File: src/rtl/dpy_pkg.sv
// Shared constants and helpers for the multiplexed seven-segment scanner.
// Segment bits are active high, bit 0 = a through bit 6 = g.
package dpy_pkg;

    localparam logic [6:0] SEG_A  = 7'h01;
    localparam logic [6:0] SEG_B  = 7'h02;
    localparam logic [6:0] SEG_C  = 7'h04;
    localparam logic [6:0] SEG_D  = 7'h08;
    localparam logic [6:0] SEG_E  = 7'h10;
    localparam logic [6:0] SEG_F  = 7'h20;
    localparam logic [6:0] SEG_G  = 7'h40;
    localparam logic [7:0] SEG_DP = 8'h80;

    function automatic int cnt_width(input int n);
        for (int w = 1; w < 31; w++) begin
            if ((1 << w) >= n) return w;
        end
        return 31;
    endfunction

    function automatic int slot_cycles(input int clk_hz,
                                       input int rate_hz,
                                       input int digits);
        return clk_hz / (rate_hz * digits);
    endfunction

    function automatic int blink_cycles(input int clk_hz,
                                        input int blink_hz);
        return clk_hz / (2 * blink_hz);
    endfunction

    function automatic logic [6:0] hex_to_seg(input logic [3:0] nib);
        logic [6:0] s;
        case (nib)
            4'h0: s = SEG_A | SEG_B | SEG_C | SEG_D | SEG_E | SEG_F;
            4'h1: s = SEG_B | SEG_C;
            4'h2: s = SEG_A | SEG_B | SEG_D | SEG_E | SEG_G;
            4'h3: s = SEG_A | SEG_B | SEG_C | SEG_D | SEG_G;
            4'h4: s = SEG_B | SEG_C | SEG_F | SEG_G;
            4'h5: s = SEG_A | SEG_C | SEG_D | SEG_F | SEG_G;
            4'h6: s = SEG_A | SEG_C | SEG_D | SEG_E | SEG_F | SEG_G;
            4'h7: s = SEG_A | SEG_B | SEG_C;
            4'h8: s = 7'h7F;
            4'h9: s = SEG_A | SEG_B | SEG_C | SEG_D | SEG_F | SEG_G;
            4'hA: s = SEG_A | SEG_B | SEG_C | SEG_E | SEG_F | SEG_G;
            4'hB: s = SEG_C | SEG_D | SEG_E | SEG_F | SEG_G;
            4'hC: s = SEG_A | SEG_D | SEG_E | SEG_F;
            4'hD: s = SEG_B | SEG_C | SEG_D | SEG_E | SEG_G;
            4'hE: s = SEG_A | SEG_D | SEG_E | SEG_F | SEG_G;
            default: s = SEG_A | SEG_E | SEG_F | SEG_G;
        endcase
        return s;
    endfunction

endpackage

File: src/rtl/dpy_tick_gen.sv
// Slot tick divider and free-running blink phase generator.
// Both counters start from zero at reset, so blink phase 0 is visible.
module dpy_tick_gen
    import dpy_pkg::*;
#(
    parameter int SLOT_CYCLES  = 4,
    parameter int BLINK_CYCLES = 8
) (
    input  logic clk,
    input  logic reset_n,
    output logic tick,
    output logic blink_phase
);

    localparam int SW = cnt_width(SLOT_CYCLES);
    localparam int BW = cnt_width(BLINK_CYCLES);

    logic [SW-1:0] slot_cnt;
    logic [BW-1:0] blink_cnt;
    logic          blink_wrap;

    assign tick       = (slot_cnt == SW'(SLOT_CYCLES - 1));
    assign blink_wrap = (blink_cnt == BW'(BLINK_CYCLES - 1));

    always_ff @(posedge clk or negedge reset_n) begin
        if (!reset_n) begin
            slot_cnt    <= '0;
            blink_cnt   <= '0;
            blink_phase <= 1'b0;
        end else begin
            slot_cnt <= tick ? '0 : slot_cnt + 1'b1;
            if (blink_wrap) begin
                blink_cnt   <= '0;
                blink_phase <= ~blink_phase;
            end else begin
                blink_cnt <= blink_cnt + 1'b1;
            end
        end
    end

endmodule

File: src/rtl/dpy_scan_multi.sv
// Multiplexed seven-segment scanner with a frame-synchronous double-buffered
// image, leading-zero blanking, blank/blink masks and PWM brightness.
module dpy_scan_multi
    import dpy_pkg::*;
#(
    parameter int DIGIT_CNT    = 8,
    parameter int CLK_FREQ_HZ  = 100_000_000,
    parameter int SCAN_RATE_HZ = 1000,
    parameter int BLINK_HZ     = 2,
    parameter int PWM_BITS     = 4
) (
    input  logic                   clk,
    input  logic                   reset_n,
    input  logic [4*DIGIT_CNT-1:0] number,
    input  logic [DIGIT_CNT-1:0]   dp,
    input  logic [DIGIT_CNT-1:0]   blank_mask,
    input  logic [DIGIT_CNT-1:0]   blink_mask,
    input  logic                   lz_suppress,
    input  logic [PWM_BITS-1:0]    brightness,
    input  logic                   update,
    output logic                   committed,
    output logic [DIGIT_CNT-1:0]   digit,
    output logic [7:0]             segment
);

    localparam int SLOT_CYCLES =
        slot_cycles(CLK_FREQ_HZ, SCAN_RATE_HZ, DIGIT_CNT);
    localparam int BLINK_CYCLES = blink_cycles(CLK_FREQ_HZ, BLINK_HZ);
    localparam int IW           = cnt_width(DIGIT_CNT);
    localparam int IMG_W        = 7 * DIGIT_CNT + 1;

    localparam logic [IW-1:0]       LAST     = IW'(DIGIT_CNT - 1);
    localparam logic [PWM_BITS-1:0] PWM_FULL = '1;

    logic                   tick;
    logic                   blink_phase;
    logic [IW-1:0]          idx;
    logic [PWM_BITS-1:0]    pwm_cnt;
    logic                   frame_end;
    logic                   do_commit;

    logic [IMG_W-1:0]       live_img;
    logic [IMG_W-1:0]       pend_img;
    logic [IMG_W-1:0]       act_img;
    logic                   pend_flag;
    logic                   act_vld;

    logic                   act_lz;
    logic [DIGIT_CNT-1:0]   act_blink;
    logic [DIGIT_CNT-1:0]   act_blank;
    logic [DIGIT_CNT-1:0]   act_dp;
    logic [4*DIGIT_CNT-1:0] act_num;

    logic [3:0]             nib;
    logic                   lz_blank;
    logic                   pwm_on;
    logic                   vis;
    logic [7:0]             seg_nxt;

    dpy_tick_gen #(
        .SLOT_CYCLES  (SLOT_CYCLES),
        .BLINK_CYCLES (BLINK_CYCLES)
    ) u_tick (
        .clk         (clk),
        .reset_n     (reset_n),
        .tick        (tick),
        .blink_phase (blink_phase)
    );

    assign live_img = {lz_suppress, blink_mask, blank_mask, dp, number};
    assign {act_lz, act_blink, act_blank, act_dp, act_num} = act_img;

    assign frame_end = tick && (idx == LAST);
    assign do_commit = frame_end && (update || pend_flag);

    always_ff @(posedge clk or negedge reset_n) begin
        if (!reset_n) begin
            idx     <= '0;
            pwm_cnt <= '0;
        end else if (tick) begin
            idx     <= (idx == LAST) ? '0 : idx + 1'b1;
            pwm_cnt <= '0;
        end else begin
            pwm_cnt <= pwm_cnt + 1'b1;
        end
    end

    // A coincident update bypasses the pending buffer straight to active.
    always_ff @(posedge clk or negedge reset_n) begin
        if (!reset_n) begin
            pend_img  <= '0;
            act_img   <= '0;
            pend_flag <= 1'b0;
            act_vld   <= 1'b0;
        end else begin
            if (update) pend_img <= live_img;
            if (do_commit) begin
                act_img <= update ? live_img : pend_img;
                act_vld <= 1'b1;
            end
            if (frame_end) pend_flag <= 1'b0;
            else if (update) pend_flag <= 1'b1;
        end
    end

    assign nib = act_num[{idx, 2'b00} +: 4];

    always_comb begin
        lz_blank = act_lz && (idx != '0);
        for (int i = 1; i < DIGIT_CNT; i++) begin
            if (i >= int'(idx) && act_num[4*i +: 4] != 4'h0)
                lz_blank = 1'b0;
        end
    end

    // Nothing is lit until the first image has been committed.
    assign pwm_on = (brightness == PWM_FULL) || (pwm_cnt < brightness);
    assign vis    = act_vld && !act_blank[idx]
                 && !(act_blink[idx] && blink_phase) && pwm_on;

    always_comb begin
        seg_nxt = 8'h00;
        if (vis) begin
            seg_nxt[7]   = act_dp[idx];
            seg_nxt[6:0] = lz_blank ? 7'h00 : hex_to_seg(nib);
        end
    end

    always_ff @(posedge clk or negedge reset_n) begin
        if (!reset_n) begin
            digit     <= '0;
            segment   <= '0;
            committed <= 1'b0;
        end else begin
            digit     <= DIGIT_CNT'(1) << idx;
            segment   <= seg_nxt;
            committed <= do_commit;
        end
    end

endmodule

File: config.mk
export PLATFORM = sky130hd
export DESIGN_NAME = dpy_scan_multi
export DESIGN_NICKNAME = d
export VERILOG_FILES = /design/src/rtl/dpy_pkg.sv /design/src/rtl/dpy_tick_gen.sv /design/src/rtl/dpy_scan_multi.sv
export SDC_FILE = /design/constraint.sdc
export NUM_CORES = 1
export LEC_CHECK = 0
export ABC_AREA = 1
export BUFFER_PORTS_ARGS = -buffer_cell sky130_fd_sc_hd__buf_2
export CORE_MARGIN = 1.5
export CORE_UTILIZATION = 41
export DETAILED_ROUTE_END_ITERATION = 6
export GPL_TIMING_DRIVEN = 0
export PLACE_DENSITY = 0.56
export SETUP_SLACK_MARGIN = 0.3
export SLEW_MARGIN = 0
export SYNTH_ARGS = -nofsm -noshare
export SYNTH_HDL_FRONTEND = slang
export SYNTH_SLANG_ARGS = --single-unit
export TNS_END_PERCENT = 100
File: constraint.sdc
create_clock -name clk -period 2 [get_ports clk]
set_input_delay 0.2 -clock clk [delete_from_list [all_inputs] [get_ports clk]]
set_output_delay 0.2 -clock clk [all_outputs]
set_load 0.01 [all_outputs]
==> flow_summary.toml, run 1 <==
[timing]
fin_tns_setup_ps = 0
finalCritPeriodShare = 0.919
grt_setup_unrepaired = "true"
whs_ps = 22.8
period_minus_slack_ps = 1840
setup_viol = 0
worstMarginPinSlew_ps = 705
skew_ps = 11.4
max_freq_mhz = 544
final-max-slew-violation-count = 0
hold_viol_final = 0
max-slew-margin-rel = 0.530

[clock_network]
clock_latency_ps = 440
htreeDepth = 4
clock-sinks = 180
cts_root_buf = "clkbuf_16"
cts_buffers = 17
path_clk_slew_ps = 70
cts_tree = "built"
cts_buffer_depth = 2

[placed_design]
dp_cells = 1415
port_buffers = 80
hpwl_mm = 14.4
place_congestion = 0.828

[layout]
layout_commonest_cell = "nand2_1"
final_cells = 1538
antenna_cells = 0
layout-drive-gt1-share = 0.307
area_growth_pct = 38.1
mostFrequentLayoutCells = "349 x nand2_1, 176 x dfrtp_1, 98 x inv_1"
final_util = 0.582
nNetsFinal = 1335

[critical_path]
critPathLaunchType = "register"
cp.arrival_ps = 2200
required_ps = 2370
endpoint_kind = "register"
path_max_fanout = 5
path_class = "register to register"

[synth]
synthesis.area_mm2 = 0.00858
synth.avg_cell_area_um2 = 8.06
synth.net_count = 1144
synth_seq_cells = 180
ys_types = 37
ys_seq_area_frac = 0.525
yosys_warnings = 0
syn_inst = 1064

[grt]
grt_usage = 0.214
grt_pass1_wl_mm = 36.6
grt_pass1_vias = 7258
antenna_found_initial = 0
grt_max_degree = 100
globalRouteOverflowTotal = 0

[floorplan]
die_area_mm2 = 0.0218
coreArea_mm2 = 0.0204
die_w_um = 148
boundaryPins = 81
initial_core_util = 0.421
rows = 52
fp.dieH_um = 148

[drt]
routed_wl_mm = 22.1
drc = 0
detail_route.wl_per_cell_um = 14.4
drt_pre_antenna_iters = 5
vias = 7260
dr.first_iter.drc_count = 403
viasPerCell = 4.72
drt.antenna.violating_nets = 0

[outcome]
status = "complete, no violations"

[job]
cap_violations = 0

[power]
totalPowerFinal_uw = 7840
p_leak_uw = 0.00634
irDropWorstVdd_mv = 0.507
powerDensity_mw_per_mm2 = 662

[worst_hold_path]
hp-class = "input port to register"
==> stage by stage <==
stage               setup slack, ps  instance area (µm²)
floorplan                       302                 8590
global placement              -2340                 9330
detailed placement             -143                 9360
CTS                             240                11100
global route                   82.5                11800
finish                          163                11800
==> metal layers <==
layer | up-vias | global-route usage | share of wire
met2 | 151 | 0.335 | 0.47
met3 | 25 | 0.0395 | 0.037
li1 | 3672 | - | -
met4 | 0 | 0.0625 | 0.017
met5 | - | 0 | 0
met1 | 3412 | 0.304 | 0.48
==> logic make-up (layout without fill, tap and decap cells) <==
family	Yosys count	after routing	synth area share
buffers and inverters	146	350	0.0718
xor gates and xnor gates	24	24	0.0245
and+or+nand+nor	646	646	0.315
AOI/OAI and AO/OA	52	52	0.0398
DFF	180	180	0.525
adders and majority gates	16	16	0.0233
==> worst max-delay path, cell delays in order (launching register included) <==
cell and delay, ps:
dfrtp_2 460, inv_4 120, buf_8 130, nand2_2 70, nand3_2 100, nand2_2 70
nor2_4 180, inv_4 70, ha_4 160, inv_1 60, nand2_2 80, nand3_1 100
nand2_1 80, nor2_2 90
==> layout make-up <==
type / count / area (µm²)
Buffer: 34 / 357
Timing Repair Buffer: 172 / 1420
Clock buffer: 22 / 484
Clock inverter: 10 / 87.6
Inverter: 112 / 435
Fill cell: 1790 / 8520
Sequential cell: 180 / 4510
Tap cell: 270 / 338
Multi-Input combinational cell: 738 / 4210
==> registers in the layout, summed over array words and instances (netlist names) <==
register,cells
digit,8
pend_flag,1
idx,3
act_vld,1
act_img,57
u_tick.blink_cnt,25
segment,8
u_tick.blink_phase,1
pwm_cnt,4
pend_img,57
committed,1
u_tick.slot_cnt,14
==> cells in the mapped netlist (all sizes together) <==
master	instances	area (µm²)
xnor2	4	35.0
a31oi	1	6.26
a21boi	1	7.51
xor2	20	175
nor3b	3	22.5
nor3	18	111
or3	1	6.26
nor2	98	383
o21ai	44	295
nand2	440	1710
and3	2	12.5
and2	1	6.26
a21o	1	7.51
dfrtp	180	4500
inv	112	420
nor4	2	12.5
buf	20	143
a21oi	5	25.0
or2	1	6.26
nand4	15	100
clkbuf	14	52.6
nand3b	2	18.8
nand3	63	315
ha	16	200
==> path summary, 6_finish.rpt <==
| path | startpoint | endpoint | slack [ps] | depth (start not counted) |
|---|---|---|---|---|
| min in group asynchronous | reset_n | pend_img[16] | 330 | 2 |
| setup / recovery | idx[0] | segment[6] | 160 | 13 |
| max in group asynchronous | reset_n | act_img[32] | 780 | 3 |
| setup reg to reg | idx[0] | segment[6] | 160 | 13 |
| hold reg to reg | pend_img[45] | pend_img[45] | 480 | 2 |
| hold / removal | number[18] | pend_img[18] | 20 | 3 |
==> power by group <==
part           internal (µW)  leakage, µW  switching (µW)
clock network           1760     0.000276            1500
logic                    269      0.00381             437
registers               3810      0.00225            63.0
total                   5840      0.00634            2000
==> repair_timing <==
action | CTS | global route
resized for setup | 149 | 131
endpoints found under the hold margin | 110 | 0
setup endpoints to repair | 86 | 86
cloned | 3 | 7
hold buffers | 30 | 0
setup buffers | 40 | 11
pin swaps | 36 | 32
Note: power is estimated with default switching activity, not from simulation.
==> run 2: changes to the inputs <==
--- a/config.mk
+++ b/config.mk
@@ -6,7 +6,8 @@
 export NUM_CORES = 1
 export LEC_CHECK = 0
 export ABC_AREA = 1
-export BUFFER_PORTS_ARGS = -buffer_cell sky130_fd_sc_hd__buf_2
+export BUFFER_PORTS_ARGS = -buffer_cell sky130_fd_sc_hd__clkbuf_2
+export CAP_MARGIN = 0
 export CORE_MARGIN = 1.5
 export CORE_UTILIZATION = 41
 export DETAILED_ROUTE_END_ITERATION = 6
==> flow_summary.toml, run 2 (synthesis results as in run 1) <==
[critical_path]
endpoint_kind = "register"
path_max_fanout = 7
timing.rr.start = "idx[0]"
critPathLaunchType = "register"
path_class = "register to register"
ff2ff_setup_slack_ps = 120
required_ps = 2330
regToRegEndpoint = "segment[3]"
ff2ff_path_depth = 12
cp.arrival_ps = 2210

[clock_network]
cts_buffers = 17
cts_buffer_depth = 2
htreeDepth = 4
clock_latency_ps = 440
cts_root_buf = "clkbuf_16"
path_clk_slew_ps = 70
cts_tree = "built"
clock-sinks = 180

[floorplan]
initial_core_util = 0.421
fp.dieH_um = 148
coreArea_mm2 = 0.0204
rows = 52
die_w_um = 148
die_area_mm2 = 0.0218
boundaryPins = 81

[power]
irDropWorstVdd_mv = 0.421
powerDensity_mw_per_mm2 = 699
p_leak_uw = 0.00600

[layout]
n_fill_cell = 1877
layout-drive-gt1-share = 0.265
layout_commonest_cell = "nand2_1"
area_growth_pct = 35.2
final_util = 0.569
antenna_cells = 0
fin_area_mm2 = 0.0116
reg_top3 = "act_img x57, pend_img x57, u_tick.blink_cnt x25"
nNetsFinal = 1346
mostFrequentLayoutCells = "394 x nand2_1, 177 x dfrtp_1, 96 x inv_1"
final_cells = 1547

[drt]
viasPerCell = 4.74
routed_wl_mm = 21.9
drc = 0
vias = 7330
dr.first_iter.drc_count = 358
detail_route.wl_per_cell_um = 14.2
drt.antenna.violating_nets = 0
drt_pre_antenna_iters = 4

[timing]
whs_ps = 2.60
final-max-slew-violation-count = 0
grt_setup_unrepaired = "true"
finalCritPeriodShare = 0.938
hold_viol_final = 0
fin_ws_ps = 124
max_freq_mhz = 533
skew_ps = 9.39
setup_viol = 0
worstMarginPinSlew_ps = 693
max-slew-margin-rel = 0.538
period_minus_slack_ps = 1880

[placed_design]
placed_cell_area_mm2 = 0.00936
port_buffers = 80
place_congestion = 0.835
place_ws_ps = -160
hpwl_mm = 14.2
dp_cells = 1415

[grt]
grt_usage = 0.209
grt_pass1_vias = 7156
antenna_found_initial = 0
grt_max_degree = 100
globalRouteOverflowTotal = 0
grt_pass1_wl_mm = 35.7

[worst_hold_path]
whs_endpoint = "pend_img[53]"
min-delay-start = "blink_mask[5]"
hold_depth = 3
hp-class = "input port to register"

[job]
cap_violations = 0

[outcome]
status = "complete, no violations"
-- run 2: per-stage QoR --
step           total power [µW]  setup TNS (ps)
3_3_place_gp               4470         -503190
3_5_place_dp               4490           -1060
6_report                   8100               0
2_1_floorplan              4230               0
4_1_cts                    8130               0
5_1_grt                    8440               0
-- run 2: what timing repair did --
| item | 4_1_cts | 5_1_grt |
|---|---|---|
| cloned | 3 | 8 |
| hold buffers | 35 | 0 |
| setup endpoints to repair | 85 | 85 |
| endpoints found under the hold margin | 115 | 0 |
| gates resized for setup | 97 | 81 |
| setup buffers | 38 | 18 |
| pin swaps | 26 | 24 |
-- run 2: how the worst max path moves through the flow --
stage / to / depth (start not counted) / start / slack [ps]
2_1_floorplan: segment[2] / 12 / idx[0] / 300
3_3_place_gp: committed / 1 / reset_n / -2810
3_5_place_dp: segment[0] / 11 / idx[0] / -160
4_1_cts: segment[3] / 12 / idx[0] / 230
5_1_grt: segment[3] / 14 / idx[0] / 50
6_report: segment[3] / 12 / idx[0] / 120
-- run 2: worst max-delay path, cell delays in order, from the launching register on --
cell	delay, ps
dfrtp_2	480
inv_4	130
buf_8	130
nand2_1	60
nand3_2	80
nand2_2	70
nor2_4	150
buf_6	130
ha_2	270
nand2_2	80
nand3_2	60
nand2_2	80
nor2_4	40
-- run 2: layout make-up --
| cell class | count | area (µm²) | area share |
|---|---|---|---|
| well taps | 270 | 338 | 0.0291 |
| multi-input cells | 738 | 3870 | 0.334 |
| plain buffers | 34 | 335 | 0.0289 |
| flip-flops and latches | 180 | 4510 | 0.389 |
| clock buffers | 19 | 443 | 0.0382 |
| repair buffers | 183 | 1490 | 0.128 |
| inverters | 112 | 433 | 0.0373 |
| clock inverters | 11 | 175 | 0.0151 |
-- run 2: per-layer routing --
layer  up-vias  routed length (µm)  global-route usage
met5         -                   0                   0
met4         0                 239              0.0530
met3        24                 974              0.0435
met2       135               10400               0.336
met1      3489               10300               0.288
li1       3682                   -                   -
-- run 2: power breakdown --
group	internal (µW)	switching [µW]
registers	3810	61.0
clock network	2120	1440
logic	266	400
==> run 3: changes to the inputs <==
--- a/config.mk
+++ b/config.mk
@@ -10,9 +10,9 @@
 export CAP_MARGIN = 0
 export CORE_MARGIN = 1.5
 export CORE_UTILIZATION = 41
+export CTS_CLUSTER_DIAMETER = 100
 export DETAILED_ROUTE_END_ITERATION = 6
 export GPL_TIMING_DRIVEN = 0
-export PLACE_DENSITY = 0.56
 export SETUP_SLACK_MARGIN = 0.3
 export SLEW_MARGIN = 0
 export SYNTH_ARGS = -nofsm -noshare
==> flow_summary.toml, run 3 (synthesis results as in run 1) <==
[drt]
drt.antenna.violating_nets = 0
drt_pre_antenna_iters = 5
dr.first_iter.drc_count = 401
viasPerCell = 4.76
top_layer = "met4"
drc = 0
wl_met3_mm = 1.09
detail_route.wl_per_cell_um = 14.3
routed_wl_mm = 21.8
vias = 7265
route.met2.wl_mm = 10.1
wl_met1_mm = 10.2

[layout]
multi_input_area_mm2 = 0.00422
area_growth_pct = 36.3
layout_commonest_cell = "nand2_1"
reg_top3 = "act_img x57, pend_img x57, u_tick.blink_cnt x25"
layout-drive-gt1-share = 0.306
n_fill_cell = 1772
regArea_mm2 = 0.00451
nNetsFinal = 1323
antenna_cells = 0
final_cells = 1526
mostFrequentLayoutCells = "354 x nand2_1, 176 x dfrtp_1, 96 x inv_1"
final_util = 0.574

[timing]
finalCritPeriodShare = 0.910
whs_ps = 13.0
fin_ws_ps = 179
worstMarginPinSlew_ps = 861
setup_viol = 0
period_minus_slack_ps = 1820
final-max-slew-violation-count = 0
skew_ps = 9.28
grt_setup_unrepaired = "true"
max-slew-margin-rel = 0.426
hold_viol_final = 0
max_freq_mhz = 549

[grt]
grt_usage = 0.203
grt_pass1_wl_mm = 34.7
globalRouteOverflowTotal = 0
grt_pass1_vias = 6915
grt_max_degree = 105
antenna_found_initial = 0

[placed_design]
hpwl_mm = 14.0
dp_cells = 1415
place_congestion = 0.855
port_buffers = 80
place_ws_ps = -160

[power]
powerDensity_mw_per_mm2 = 671
p_leak_uw = 0.00634
irDropWorstVdd_mv = 0.453

[critical_path]
required_ps = 2320
path_max_fanout = 6
cp.arrival_ps = 2140
endpoint_kind = "register"
cp_cell_sequence = "buf_6 > nor2_4 > nand3_2 > nand2_2 > nor2_4 > buf_6 > ha_4 > inv_4 > nand2_2 > o21ai_2 > nor2_1"
slowest_stage = "dfrtp_2"
crit_path_max_incr_delay_ps = 490
path_class = "register to register"
critPathLaunchType = "register"

[clock_network]
clock-sinks = 180
cts_root_buf = "clkbuf_16"
path_clk_slew_ps = 70
clock_latency_ps = 440
cts_buffers = 17
cts_tree = "built"
cts_buffer_depth = 2
htreeDepth = 4

[job]
cap_violations = 0

[floorplan]
die_w_um = 148
initial_core_util = 0.421
rows = 52
die_area_mm2 = 0.0218
fp.dieH_um = 148
boundaryPins = 81
coreArea_mm2 = 0.0204

[worst_hold_path]
hp-class = "input port to register"

[outcome]
status = "complete, no violations"
==> run 3: stage by stage <==
stage / total power (µW) / TNS [ps] / instance area, µm²
2_1_floorplan: 4230 / 0 / 8590
3_3_place_gp: 4470 / -491340 / 9330
3_5_place_dp: 4490 / -1360 / 9360
4_1_cts: 7840 / 0 / 10800
5_1_grt: 8170 / 0 / 11700
6_report: 7850 / 0 / 11700
==> run 3: path summary, 6_finish.rpt <==
path | startpoint | endpoint | slack (ps) | cells past startpoint
max in group asynchronous | reset_n | act_img[45] | 740 | 3
max | idx[1] | segment[2] | 180 | 11
max reg2reg | idx[1] | segment[2] | 180 | 11
min | number[0] | pend_img[0] | 10 | 3
min in group asynchronous | reset_n | act_img[17] | 420 | 2
min reg2reg | pend_img[4] | pend_img[4] | 480 | 2
==> run 3: routing by layer <==
layer | up-vias | global-route usage
met1 | 3392 | 0.295
li1 | 3646 | -
met5 | - | 0
met4 | 0 | 0.0695
met3 | 31 | 0.0333
met2 | 196 | 0.307
==> run 3: cell type report <==
class | instances | area share
repair buffers | 159 | 0.108
inverters | 112 | 0.0374
clock inverters | 11 | 0.00984
multi-input cells | 739 | 0.360
flip-flops and latches | 180 | 0.386
clock buffers | 21 | 0.0394
well taps | 270 | 0.0289
plain buffers | 34 | 0.0308
==> run 3: report_power, final <==
part	total (µW)	switching [µW]	internal, µW
logic	678	434	244
registers	3870	61.9	3810
clock network	3300	1490	1810
==> run 3: critical path: cells and delay by family, from the launching register on <==
kind	cells	cell delay [ps]
buffers and inverters	3	310
DFF	1	490
AOI/OAI and AO/OA	1	150
and+or+nand+nor	6	600
adders and majority gates	1	160
==> run 3: repair_timing <==
item	4_1_cts	5_1_grt
endpoints found under the setup margin	85	84
endpoints found under the hold margin	120	0
gates cloned	4	6
buffers inserted	33	18
pin swaps	25	40
gates resized for setup	113	155
hold buffers	18	0
